==> src/rtl/fetch_pkg.sv <==
// fetch_pkg: shared data widths, fetch FSM states and JAL decode helpers
package fetch_pkg;
  localparam int XLEN_DEF = 32;
  localparam int ILEN_DEF = 32;
  localparam logic [6:0] OPCODE_JAL = 7'b1101111;
  typedef enum logic [1:0] {REQ, WAIT, DROP} fetch_state_e;
  // J-type immediate as a 21-bit two's complement byte offset
  function automatic logic [20:0] jal_imm(input logic [31:0] inst);
    return {inst[31], inst[19:12], inst[20], inst[30:21], 1'b0};
  endfunction
endpackage

==> src/rtl/fetch_unit_if.sv <==
// fetch_unit_if: controller redirect, i-cache request/response and decode handshake of the fetch stage
interface fetch_unit_if #(
  parameter int XLEN = fetch_pkg::XLEN_DEF,
  parameter int ILEN = fetch_pkg::ILEN_DEF
);
  logic            redirect_valid;
  logic [XLEN-1:0] redirect_pc;
  logic            icache_req_valid;
  logic            icache_req_ready;
  logic [XLEN-1:0] icache_req_addr;
  logic            icache_resp_valid;
  logic [ILEN-1:0] icache_resp_inst;
  logic            inst_valid;
  logic            inst_ready;
  logic [ILEN-1:0] inst_out;
  logic [XLEN-1:0] inst_pc;
  logic            inst_pred_taken;
  modport master (
    input  redirect_valid, redirect_pc, icache_req_ready, icache_resp_valid, icache_resp_inst, inst_ready,
    output icache_req_valid, icache_req_addr, inst_valid, inst_out, inst_pc, inst_pred_taken
  );
  modport slave (
    output redirect_valid, redirect_pc, icache_req_ready, icache_resp_valid, icache_resp_inst, inst_ready,
    input  icache_req_valid, icache_req_addr, inst_valid, inst_out, inst_pc, inst_pred_taken
  );
endinterface

==> src/rtl/fetch_unit_queue.sv <==
// fetch_queue: circular FIFO of {inst, pc, pred} entries with synchronous flush
module fetch_queue #(
  parameter int DEPTH = 4,
  parameter int W     = 65
) (
  input  logic                   clk,
  input  logic                   rst_n,
  input  logic                   flush,
  input  logic                   push,
  input  logic                   pop,
  input  logic [W-1:0]           wdata,
  output logic [W-1:0]           rdata,
  output logic [$clog2(DEPTH):0] count
);
  localparam int PW = $clog2(DEPTH);
  logic [W-1:0]  mem_q [DEPTH];
  logic [PW-1:0] wr_q, wr_d, rd_q, rd_d;
  logic [PW:0]   count_q, count_d;
  logic          do_push, do_pop;
  assign do_push = push && !flush;
  assign do_pop  = pop && count_q != '0;
  // pointer/occupancy update; flush wins over any push or pop
  always_comb begin
    wr_d    = flush ? '0 : wr_q + PW'(do_push);
    rd_d    = flush ? '0 : rd_q + PW'(do_pop);
    count_d = flush ? '0 : count_q + (PW+1)'(do_push) - (PW+1)'(do_pop);
  end
  // pointer and occupancy registers
  always_ff @(posedge clk or negedge rst_n) begin
    if (!rst_n) begin
      wr_q    <= '0;
      rd_q    <= '0;
      count_q <= '0;
    end else begin
      wr_q    <= wr_d;
      rd_q    <= rd_d;
      count_q <= count_d;
    end
  end
  // entry storage, written at the tail
  always_ff @(posedge clk) begin
    if (do_push) mem_q[wr_q] <= wdata;
  end
  assign rdata = count_q != '0 ? mem_q[rd_q] : '0;
  assign count = count_q;
endmodule

==> src/rtl/fetch_unit.sv <==
// fetch_unit: fetch PC and request FSM feeding a PC-tagged instruction queue
// Optional JAL target prediction is enabled by defining FETCH_JAL_PREDICT_EN.
module fetch_unit import fetch_pkg::*; #(
  parameter int              XLEN        = XLEN_DEF,
  parameter int              ILEN        = ILEN_DEF,
  parameter int              QUEUE_DEPTH = 4,
  parameter logic [XLEN-1:0] RESET_PC    = '0
) (
  input logic          clk,
  input logic          rst_n,
  fetch_unit_if.master bus
);
  localparam int EW = ILEN + XLEN + 1;
  localparam int CW = $clog2(QUEUE_DEPTH) + 1;
  fetch_state_e    state_q, state_d;
  logic [XLEN-1:0] pc_q, pc_d, req_pc_q, req_pc_d, next_pc, redir_pc;
  logic            run_q, run_d, hs, rsp, redir, is_jal, push, flush;
  logic [CW-1:0]   count;
  logic [EW-1:0]   head;
  logic [20:0]     jimm;
  assign redir    = bus.redirect_valid;
  assign rsp      = bus.icache_resp_valid;
  assign hs       = bus.icache_req_valid && bus.icache_req_ready;
  assign redir_pc = {bus.redirect_pc[XLEN-1:2], 2'b00};
  assign jimm     = jal_imm(bus.icache_resp_inst[31:0]);
`ifdef FETCH_JAL_PREDICT_EN
  assign is_jal = bus.icache_resp_inst[6:0] == OPCODE_JAL;
`else
  assign is_jal = 1'b0;
`endif
  assign next_pc = req_pc_q + (is_jal ? {{(XLEN-21){jimm[20]}}, jimm} : XLEN'(4));
  // state register plus PC bookkeeping; run_q keeps requests off until reset is released
  always_ff @(posedge clk or negedge rst_n) begin
    if (!rst_n) begin
      state_q  <= REQ;
      pc_q     <= RESET_PC;
      req_pc_q <= '0;
      run_q    <= 1'b0;
    end else begin
      state_q  <= state_d;
      pc_q     <= pc_d;
      req_pc_q <= req_pc_d;
      run_q    <= run_d;
    end
  end
  // next state: a redirect turns any in-flight request into a drop
  always_comb begin
    state_d = state_q;
    unique case (state_q)
      REQ:     state_d = hs ? (redir ? DROP : WAIT) : REQ;
      WAIT:    state_d = rsp ? REQ : (redir ? DROP : WAIT);
      DROP:    state_d = rsp ? REQ : DROP;
      default: state_d = REQ;
    endcase
  end
  // datapath controls: redirect flushes and retargets, a kept response advances the PC
  always_comb begin
    run_d    = 1'b1;
    flush    = redir;
    push     = state_q == WAIT && rsp && !redir;
    req_pc_d = (state_q == REQ && hs) ? pc_q : req_pc_q;
    pc_d     = redir ? redir_pc : push ? next_pc : pc_q;
  end
  fetch_queue #(.DEPTH(QUEUE_DEPTH), .W(EW)) u_queue (
    .clk   (clk),
    .rst_n (rst_n),
    .flush (flush),
    .push  (push),
    .pop   (bus.inst_ready),
    .wdata ({bus.icache_resp_inst, req_pc_q, is_jal}),
    .rdata (head),
    .count (count)
  );
  assign bus.icache_req_valid = run_q && state_q == REQ && count < CW'(QUEUE_DEPTH);
  assign bus.icache_req_addr  = pc_q;
  assign bus.inst_valid       = count != '0;
  assign {bus.inst_out, bus.inst_pc, bus.inst_pred_taken} = head;
endmodule

==> src/flat_wrapper.sv <==
// flat-port wrapper written by rule: the top's interface ports become plain ports
module fetch_unit_flat import fetch_pkg::*;
#(
  parameter int              XLEN        = XLEN_DEF,
  parameter int              ILEN        = ILEN_DEF,
  parameter int              QUEUE_DEPTH = 4,
  parameter logic [XLEN-1:0] RESET_PC    = '0
)
  (clk, rst_n, bus_redirect_valid, bus_redirect_pc, bus_icache_req_ready, bus_icache_resp_valid, bus_icache_resp_inst, bus_inst_ready, bus_icache_req_valid, bus_icache_req_addr, bus_inst_valid, bus_inst_out, bus_inst_pc, bus_inst_pred_taken);
  fetch_unit_if #(.XLEN(XLEN), .ILEN(ILEN)) bus_i ();
  input logic clk;
  input logic rst_n;
  input wire logic [$bits(bus_i.redirect_valid)-1:0] bus_redirect_valid;
  input wire logic [$bits(bus_i.redirect_pc)-1:0] bus_redirect_pc;
  input wire logic [$bits(bus_i.icache_req_ready)-1:0] bus_icache_req_ready;
  input wire logic [$bits(bus_i.icache_resp_valid)-1:0] bus_icache_resp_valid;
  input wire logic [$bits(bus_i.icache_resp_inst)-1:0] bus_icache_resp_inst;
  input wire logic [$bits(bus_i.inst_ready)-1:0] bus_inst_ready;
  output wire logic [$bits(bus_i.icache_req_valid)-1:0] bus_icache_req_valid;
  output wire logic [$bits(bus_i.icache_req_addr)-1:0] bus_icache_req_addr;
  output wire logic [$bits(bus_i.inst_valid)-1:0] bus_inst_valid;
  output wire logic [$bits(bus_i.inst_out)-1:0] bus_inst_out;
  output wire logic [$bits(bus_i.inst_pc)-1:0] bus_inst_pc;
  output wire logic [$bits(bus_i.inst_pred_taken)-1:0] bus_inst_pred_taken;
  assign bus_i.redirect_valid = bus_redirect_valid;
  assign bus_i.redirect_pc = bus_redirect_pc;
  assign bus_i.icache_req_ready = bus_icache_req_ready;
  assign bus_i.icache_resp_valid = bus_icache_resp_valid;
  assign bus_i.icache_resp_inst = bus_icache_resp_inst;
  assign bus_i.inst_ready = bus_inst_ready;
  assign bus_icache_req_valid = bus_i.icache_req_valid;
  assign bus_icache_req_addr = bus_i.icache_req_addr;
  assign bus_inst_valid = bus_i.inst_valid;
  assign bus_inst_out = bus_i.inst_out;
  assign bus_inst_pc = bus_i.inst_pc;
  assign bus_inst_pred_taken = bus_i.inst_pred_taken;
  fetch_unit #(.XLEN(XLEN), .ILEN(ILEN), .QUEUE_DEPTH(QUEUE_DEPTH), .RESET_PC(RESET_PC)) u_core (.clk(clk), .rst_n(rst_n), .bus(bus_i));
endmodule
==> config.mk <==
export PLATFORM = sky130hd
export DESIGN_NAME = fetch_unit_flat
export DESIGN_NICKNAME = d
export VERILOG_FILES = /design/src/rtl/fetch_pkg.sv /design/src/rtl/fetch_unit_if.sv /design/src/rtl/fetch_unit_queue.sv /design/src/rtl/fetch_unit.sv /design/src/flat_wrapper.sv
export SDC_FILE = /design/constraint.sdc
export NUM_CORES = 1
export LEC_CHECK = 0
export BUFFER_PORTS_ARGS = -buffer_cell sky130_fd_sc_hd__buf_2
export CAP_MARGIN = 20
export CORE_ASPECT_RATIO = 0.8
export CORE_MARGIN = 5
export CORE_UTILIZATION = 57
export CTS_CLUSTER_SIZE = 30
export DETAILED_ROUTE_END_ITERATION = 8
export HOLD_SLACK_MARGIN = 0.15
export PLACE_DENSITY_LB_ADDON = 0.15
export SYNTH_ARGS = -nofsm -noshare
export SYNTH_HDL_FRONTEND = slang
export SYNTH_SLANG_ARGS = --single-unit
==> constraint.sdc <==
create_clock -name clk -period 15.75 [get_ports clk]
set_input_delay 1.575 -clock clk [delete_from_list [all_inputs] [get_ports clk]]
set_output_delay 1.575 -clock clk [all_outputs]
set_load 0.02 [all_outputs]
==> flow_summary.ini, run 1 <==
[die]
io_pins = 169
die_area_mm2 = 0.02658
fp.dieW_um = 181.0
core_area_mm2 = 0.02321
num_rows = 50
die_y_um = 146.8
start_util_pct = 57.48

[critical_path]
arrival_ns = 2.96
cp_max_fo = 42
cpMaxStageDelayCell = buf_4
path_class = reg -> out
worstReg2RegEnd = u_core.u_queue.count[2]
r2r_cells = 10
r2r_start = u_core.u_queue.count[2]
end_kind = output pin
start_kind = flip-flop
path_cells = buf_4 -> mux4_2 -> and2_1 -> buf_2
r2r_setup_slack_ns = 12.69
cp.required_ns = 14.18
cpPeakStageDelay_ns = 0.76

[timing]
drv_slew = 0
clock.fmax_mhz = 220.3
finalSetupViolCount = 0
finalHoldViolCount = 0
fin_crit_sh_pct = 28.82
period_minus_slack_ns = 4.540
slew_headroom_pct = 27.60
rsz0062_at_grt = no
fin_worst_skew_ns = 0.01168
fin_tns_setup_ns = 0
worst_pin_slew_ns = 1.085

[global_routing]
grtUsageMet2_pct = 32.73
track_usage_pct = 20.77
grt_pass1_vias = 7732
grt_pass1_wl_mm = 43.52
grt-ovfl-total = 0
antenna_found_initial = 0
use_met1_pct = 30.28
use_met3_pct = 4.926
busiest_layer = met2
grt_max_degree = 75

[worst_hold_path]
hold_class = reg -> reg
hold_depth = 1
min_to = u_core.req_pc_q[1]
hp-start = u_core.bus.icache_req_addr[1]

[power_and_ir_drop]
p_per_area_mw_per_mm2 = 167.4
p_total_mw = 2.618
total_leakage_power_nw = 5.774
ir_drop_mv = 0.08889

[cells_and_area]
nFillCells = 1602
fin_util_pct = 67.40
diodes = 0
final_area_mm2 = 0.01564
area_delta_synth_final_pct = 17.27
stdcell_count = 1259
drive_gt1_share_pct = 35.90
nNetsFinal = 997

[yosys]
synth_fp_nets = 826
ys_seq_area_share_pct = 71.51
avgSynthCellArea_um2 = 17.79
yosysWarnings = 0
synth_top_area_share_pct = 57.63
synth_flop_cell = edfxtp_1
synth.cell_area_mm2 = 0.01334
yosys.cell_types.count = 41
synth.area.top_cells = edfxtp_1 (58%), dfrtp_1 (14%), mux4_2 (11%)
yosysTopAreaCell = edfxtp_1
synthArstFlopShare_pct = 22.42
synth_edf_count = 256
yosys_register_bits = 330
synthCells = 750

[clock_tree]
root_buffer = clkbuf_16
clk_path_buf_depth = 3
post_cts_resized = 0
hold_buffers = 0
cts_tree = yes
cts-htree-levels = 2
cts_buffers = 34
clk_latency_ns = 0.50
post_cts_buffers = 0
clkTransAtPathRegs_ns = 0.06
cts.sinks = 330

[place]
globalplace.congestion = 0.7699
io_buffers = 165
placed_cell_area_mm2 = 0.01452
hpwl_mm = 16.51
dpl.cell_count = 1197

[detailed_routing]
viasPerCell = 5.731
drc = 0
drtPass1Iterations = 5
antenna_left = 0
vias = 7215
finalWirelength_mm = 27.15
drt_iter0_drc = 532
drt-wirelength-per-cell_um = 21.56

[run]
cap_viol_max_count = 0

[outcome]
status = complete, no violations
state kept, by name (all words and copies together), names as in the netlist:
register / flops
u_core.u_queue.rd_q: 2
u_core.u_queue.mem_q: 256
u_core.run_q: 1
u_core.state_q: 2
u_core.req_pc_q: 32
u_core.u_queue.wr_q: 2
u_core.bus.icache_req_addr: 32
u_core.u_queue.count: 3
area by class of cell:
type / instances / area [um^2] / share of cell area [%]
Sequential cell: 330 / 9547 / 61.03
Timing Repair Buffer: 176 / 935.9 / 5.983
Clock buffer: 47 / 973.4 / 6.222
Inverter: 6 / 22.52 / 0.1440
Clock inverter: 15 / 146.4 / 0.9358
Tap cell: 312 / 390.4 / 2.495
Multi-Input combinational cell: 373 / 3628 / 23.19
power breakdown:
group / internal (mW) / leakage [nW] / total [mW] / switching, mW
logic: 0.296 / 1.98 / 0.648 / 0.352
clock network: 0.482 / 0.548 / 0.790 / 0.308
registers: 1.04 / 3.25 / 1.18 / 0.137
total: 1.82 / 5.77 / 2.62 / 0.797
layout by cell type (no fill, tap or decap), types with 3 or more instances in the layout:
cell,count
ha_1,5
dfrtp_1,72
bufinv_16,3
mux2_2,33
mux2i_1,8
nand4_1,11
nand3_1,9
mux4_2,64
o21ai_0,18
nand2_1,48
clkinv_1,5
o221ai_2,4
o221ai_1,8
edfxtp_1,256
buf_2,164
nor2b_1,3
xor2_1,24
xnor2_1,8
clkbuf_16,37
inv_1,6
a21oi_1,12
nor3b_1,6
nor2_1,13
clkbuf_1,9
and3_1,6
nor4_1,3
clkinv_2,6
buf_4,10
and2_1,67
synthesized netlist by cell type (2+ instances only):
library cell,instances
a21oi_1,12
and2_1,67
and3_1,7
buf_1,5
buf_2,13
clkbuf_1,22
conb_1,2
dfrtp_1,74
edfxtp_1,256
ha_1,5
inv_1,6
mux2_2,33
mux2i_1,8
mux4_2,64
nand2_1,48
nand3_1,9
nand3_2,2
nand4_1,11
nor2_1,14
nor2b_1,3
nor3_1,3
nor3b_1,7
nor4_1,3
o21ai_0,18
o221ai_1,8
o221ai_2,4
or3_1,2
xnor2_1,8
xor2_1,24
how the worst max path moves through the flow:
stage                                 startpoint                           to  slack (ns)  cells after the start
after floorplan               bus_redirect_valid   u_core.u_queue.mem_q[1][0]        8.06                      4
after global placement        bus_redirect_valid  u_core.u_queue.mem_q[2][26]       10.94                      8
after detailed placement      bus_redirect_valid  u_core.u_queue.mem_q[2][26]       11.32                      9
after CTS                 u_core.u_queue.rd_q[0]               bus_inst_pc[1]       11.09                      4
after global routing      u_core.u_queue.rd_q[0]              bus_inst_pc[20]       10.91                      4
final                     u_core.u_queue.rd_q[0]               bus_inst_pc[0]       11.21                      4
critical path, delay by kind of cell (launching register included):
family                 cells  cell delay (ns)
buffers and inverters      2             0.92
flip-flops                 1             0.75
multiplexers               1             0.58
AND/OR/NAND/NOR            1             0.19
cells by family after synthesis:
logic type               synth area share (%)
AO/OA/AOI/OAI                           2.223
XOR/XNOR                                2.101
adder cells (fa/ha/maj)                0.6190
buffers and inverters                   1.473
flip-flops                              71.51
multiplexers                            14.19
other                                 0.05630
AND/OR/NAND/NOR                         7.832
stage by stage:
stage | setup slack [ns] | hold slack, ns
floorplan | 8.065 | 0.4909
global placement | 10.94 | 0.5087
detailed placement | 11.32 | 0.5138
CTS | 11.09 | 0.5258
global route | 10.91 | 0.5456
finish | 11.21 | 0.5282
metal layers:
metal  wire (um)  part of all wire (%)  vias to the layer above
met4         372                   1.4                        0
met3        1954                   7.2                       37
met1       11960                    44                     3690
met5           0                     0                        -
met2       12860                    47                      259
li1            -                     -                     3229
(Power assumes the default switching activity.)
==> inputs of run 2 (changes only) <==
clock period = 4.5 ns   (was 15.75 ns; I/O delays follow)
==> run 2 against run 1 <==
Against the previous run: cell count grew 0.87%; combinational power grew to 3.5 times the previous value; worst hold slack lost 0.36 ns; register-to-register slack lost 11 ns; critical path depth is the same; clock skew grew 0.0019 ns; worst setup slack lost 9.9 ns; sequential share of layout area shrank 0.34 points; routed wire length grew 1.6%; global-route usage is essentially flat; clock power grew to 3.3 times the previous value; core utilization grew 0.38 points; critical path type unchanged; highest routed layer unchanged.
==> flow_summary.ini, run 2 (same netlist as run 1, synthesis figures left out) <==
[detailed_routing]
viasPerCell = 5.787
finalWirelength_mm = 27.58
drc = 0
drtPass1Iterations = 5
drt-wirelength-per-cell_um = 21.71
drt_iter0_drc = 551
antenna_left = 0
vias = 7350

[die]
io_pins = 169
die_area_mm2 = 0.02658
core_area_mm2 = 0.02321
start_util_pct = 57.48
die_y_um = 146.8
num_rows = 50
fp.dieW_um = 181.0

[clock_tree]
clk_latency_ns = 0.50
cts-htree-levels = 2
clkTransAtPathRegs_ns = 0.06
cts_buffers = 34
clk_path_buf_depth = 3
cts_tree = yes
cts.sinks = 330
post_cts_resized = 0
hold_buffers = 16
post_cts_buffers = 0
root_buffer = clkbuf_16

[timing]
finalSetupViolCount = 0
period_minus_slack_ns = 3.189
fin_tns_setup_ns = 0
rsz0062_at_grt = no
clock.fmax_mhz = 313.6
fin_crit_sh_pct = 70.86
finalHoldViolCount = 0
worst_slack_ns = 1.311
drv_slew = 0
slew_headroom_pct = 26.72
fin_hold_ws_ns = 0.1649
fin_worst_skew_ns = 0.01362
worst_pin_slew_ns = 1.099

[power_and_ir_drop]
ir_drop_mv = 0.3016
p_total_mw = 9.011
total_leakage_power_nw = 5.783
p_per_area_mw_per_mm2 = 572.8

[cells_and_area]
largest_reg_flops = 256
final_common_cell = edfxtp_1
drive_gt1_share_pct = 34.76
regMostFlops = u_core.u_queue.mem_q
fin_util_pct = 67.78
final_cell_mix = edfxtp_1 (256), buf_2 (164), dfrtp_1 (72)
area_delta_synth_final_pct = 17.92
diodes = 0
final_area_mm2 = 0.01573
multi_input_area_mm2 = 0.003641
nFillCells = 1572
stdcell_count = 1270
nNetsFinal = 1010
ff_latch_area_mm2 = 0.009547

[place]
io_buffers = 165
hpwl_mm = 16.26
placed_cell_area_mm2 = 0.01453
dpl.cell_count = 1193
globalplace.congestion = 0.7829
pre_cts_ws_ns = 1.344

[critical_path]
cp.required_ns = 4.05
start_kind = flip-flop
path_class = reg -> out
cp_max_fo = 38
arrival_ns = 2.74
end_kind = output pin

[global_routing]
antenna_found_initial = 0
grt_pass1_vias = 7973
track_usage_pct = 20.81
grt-ovfl-total = 0
grt_pass1_wl_mm = 43.46
grt_max_degree = 75

[run]
cap_viol_max_count = 0

[outcome]
status = complete, no violations

[worst_hold_path]
hold_class = in -> reg
## run 2: changes by cell type in the layout (fill, tap and decap cells not counted), moves of 2 or more
cell and delta:
bufinv_16 -3, buf_4 -6, clkbuf_8 +4, clkbuf_16 -2, clkinv_2 -2, buf_12 +2, dlygate4sd3_1 +17
## run 2: final timing paths
check | start | end | slack [ns] | cells past startpoint
worst max-delay path | u_core.u_queue.rd_q[0] | bus_inst_pc[12] | 1.31 | 4
worst min-delay path | bus_redirect_pc[6] | u_core.bus.icache_req_addr[6] | 0.16 | 3
worst max register to register | u_core.state_q[0] | u_core.u_queue.mem_q[2][26] | 1.44 | 6
worst min register to register | u_core.bus.icache_req_addr[20] | u_core.req_pc_q[20] | 0.53 | 1
max in group asynchronous | rst_n | u_core.u_queue.rd_q[1] | 3.12 | 2
min in group asynchronous | rst_n | u_core.bus.icache_req_addr[31] | 0.65 | 2
## run 2: report_power, final
part / switching (mW) / total, mW / internal [mW]
logic: 1.21 / 2.25 / 1.04
clock network: 1.08 / 2.59 / 1.51
registers: 0.524 / 4.18 / 3.65
total: 2.81 / 9.01 / 6.20
## run 2: final cells by class
| class | instances | share of cell area (%) |
|---|---|---|
| Tap cell | 312 | 2.482 |
| Inverter | 6 | 0.1432 |
| Clock buffer | 50 | 6.244 |
| Sequential cell | 330 | 60.69 |
| Multi-Input combinational cell | 373 | 23.14 |
| Timing Repair Buffer | 189 | 6.999 |
| Clock inverter | 10 | 0.3022 |
## run 2: critical path, cell delays in order (launching register included)
cell,delay (ns)
dfrtp_4,0.96
buf_12,0.33
mux4_2,0.54
and2_1,0.20
buf_2,0.17
## run 2: per-layer routing
layer / share of wire (%) / wire, um / GRT usage [%]
met3: 6.2 / 1710 / 4.257
met2: 49 / 13500 / 33.87
met4: 1.8 / 503 / 5.851
met5: 0 / 0 / 0
met1: 43 / 11860 / 29.28
==> inputs of run 3 (changes only) <==
clock period = 3.31 ns   (was 4.5 ns; I/O delays follow)
==> run 3 against run 2 <==
Against the previous run: clock skew shrank 0.0070 ns; worst setup slack lost 0.66 ns; flip-flop and latch count is the same; design area grew 3.7%; routed wire length grew 0.50%; worst hold slack gained 0.13 ns; via count grew 0.38%; sequential share of layout area shrank 2.1 points; first-iteration DRC count shrank 9.6%; register-to-register slack lost 0.78 ns; die area is the same; non-clock buffer count grew 57.
==> flow_summary.ini, run 3 (same netlist as run 1, synthesis figures left out) <==
[critical_path]
path_cells = buf_12 -> mux4_2 -> and2_1 -> buf_2
path_class = reg -> out
arrival_ns = 2.33
start_kind = flip-flop
critPathTopFamily = flip-flops
cp_max_fo = 35
cp.required_ns = 2.98
endpoint = bus_inst_pc[13]
r2r_start = u_core.state_q[0]
cpMaxStageDelayCell = dfrtp_4
worstReg2RegEnd = u_core.u_queue.mem_q[0][20]
cp_num_cells = 4
cpPeakStageDelay_ns = 0.77
end_kind = output pin
startpoint = u_core.u_queue.rd_q[1]
r2r_setup_slack_ns = 0.66
r2r_cells = 5
cp_num_buf_inv = 2

[cells_and_area]
multi_input_area_mm2 = 0.003641
nFillCells = 1519
largest_reg_flops = 256
diodes = 0
final_common_cell = edfxtp_1
area_delta_synth_final_pct = 22.23
drive_gt1_share_pct = 34.25
final_area_mm2 = 0.01631
stdcell_count = 1325
final_cell_mix = edfxtp_1 (256), buf_2 (164), dfrtp_1 (72)
nNetsFinal = 1064
ff_latch_area_mm2 = 0.009547
regMostFlops = u_core.u_queue.mem_q

[place]
dpl.cell_count = 1203
globalplace.congestion = 0.7688
placed_cell_area_mm2 = 0.01462
hpwl_mm = 16.72
io_buffers = 165

[die]
die_area_mm2 = 0.02658
io_pins = 169
fp.dieW_um = 181.0
num_rows = 50
start_util_pct = 57.48
die_y_um = 146.8
core_area_mm2 = 0.02321

[timing]
clock.fmax_mhz = 375.6
fin_hold_ws_ns = 0.2930
rsz0062_at_grt = no
fin_worst_skew_ns = 0.006602
worst_pin_slew_ns = 0.9565
drv_slew = 0
fin_crit_sh_pct = 80.44
slew_headroom_pct = 36.24
finalSetupViolCount = 0
period_minus_slack_ns = 2.662
finalHoldViolCount = 0

[outcome]
status = complete, no violations

[detailed_routing]
vias = 7378
wl_met2_mm = 13.31
finalWirelength_mm = 27.72
drt_iter0_drc = 498
antenna_left = 0
viasPerCell = 5.568
top_layer = met4
met1_length_mm = 12.30
drc = 0
drt-wirelength-per-cell_um = 20.92
route.met3.wl_mm = 1.640
drtPass1Iterations = 5

[power_and_ir_drop]
power_frac_clock_pct = 29.2
power_switching_mw = 3.844
p_per_area_mw_per_mm2 = 760.6
ir_drop_mv = 0.4515
p_seq_share_pct = 44.6
p_total_mw = 12.40
p_int_mw = 8.558
total_leakage_power_nw = 6.040
p_comb_share_pct = 26.2
switching_share_pct = 30.99

[run]
cap_viol_max_count = 0

[clock_tree]
cts_buffers = 31
clk_latency_ns = 0.55
cts.sinks = 330
cts-htree-levels = 1
root_buffer = clkbuf_16
cts_tree = yes
clkTransAtPathRegs_ns = 0.06
clk_path_buf_depth = 3

[worst_hold_path]
hold_class = in -> reg

[global_routing]
antenna_found_initial = 0
grt_pass1_wl_mm = 44.91
grt_max_degree = 75
track_usage_pct = 21.19
grt-ovfl-total = 0
grt_pass1_vias = 8070
-- run 3: cell count changes in the layout (fill, tap and decap cells not counted), moves of 2 or more --
| cell | delta |
|---|---|
| dlygate4sd3_1 | +47 |
| buf_4 | +9 |
| clkbuf_1 | -6 |
| bufinv_16 | +5 |
| clkbuf_16 | -4 |
| clkbuf_8 | -4 |
| clkinv_2 | +4 |
| clkinvlp_4 | +2 |
-- run 3: worst reg2reg max path, stage by stage, from the launching register on --
cell and delay, ns:
dfrtp_1 0.43, nand2_1 0.12, or3_1 0.54, buf_4 0.30, nor3_4 0.61, buf_12 0.33
-- run 3: cell type report --
type                    instances  share of cell area (%)
flip-flops and latches        330                   58.55
multi-input cells             373                   22.33
repair buffers                246                   10.17
clock buffers                  36                   4.934
well taps                     312                   2.394
clock inverters                22                   1.481
inverters                       6                  0.1381
-- run 3: power groups by stage --
stage / clock network [mW] / logic (mW) / registers [mW]
after floorplan: 0 / 2.27 / 5.43
after global placement: 0 / 3.22 / 5.55
after detailed placement: 0 / 3.25 / 5.60
after CTS: 3.69 / 3.33 / 5.52
after global routing: 3.87 / 3.55 / 5.59
final: 3.62 / 3.25 / 5.53
-- run 3: repair_timing --
| item | CTS | global route |
|---|---|---|
| buffers inserted | 0 | 0 |
| endpoints found under the hold margin | 234 | 0 |
| gates resized for setup | 0 | 0 |
| hold buffers | 64 | 0 |
-- run 3: per-stage QoR --
stage                     worst slack, ns  TNS (ns)  util [%]
after floorplan                -0.0008384  -0.05366         -
after global placement             0.6789         0     62.99
after detailed placement           0.6244         0     62.99
after CTS                          0.5702         0     70.25
after global routing               0.5270         0     70.25
final                              0.6475         0     70.25
-- run 3: how the worst min path moves through the flow --
stage | slack [ns] | to | cells after the start | from
2_1_floorplan | 0.04 | u_core.bus.icache_req_addr[0] | 0 | rst_n
6_report | 0.29 | u_core.u_queue.rd_q[0] | 4 | bus_inst_ready
5_1_grt | 0.33 | u_core.u_queue.rd_q[0] | 4 | bus_inst_ready
3_3_place_gp | 0.51 | u_core.req_pc_q[22] | 1 | u_core.bus.icache_req_addr[22]
4_1_cts | 0.28 | u_core.u_queue.rd_q[0] | 4 | bus_inst_ready
3_5_place_dp | 0.52 | u_core.req_pc_q[27] | 1 | u_core.bus.icache_req_addr[27]
-- run 3: per-layer routing --
| metal | global-route usage, % | up-vias |
|---|---|---|
| li1 | - | 3366 |
| met1 | 30.98 | 3739 |
| met2 | 34.23 | 238 |
| met3 | 4.208 | 35 |
| met4 | 4.164 | 0 |
| met5 | 0 | - |
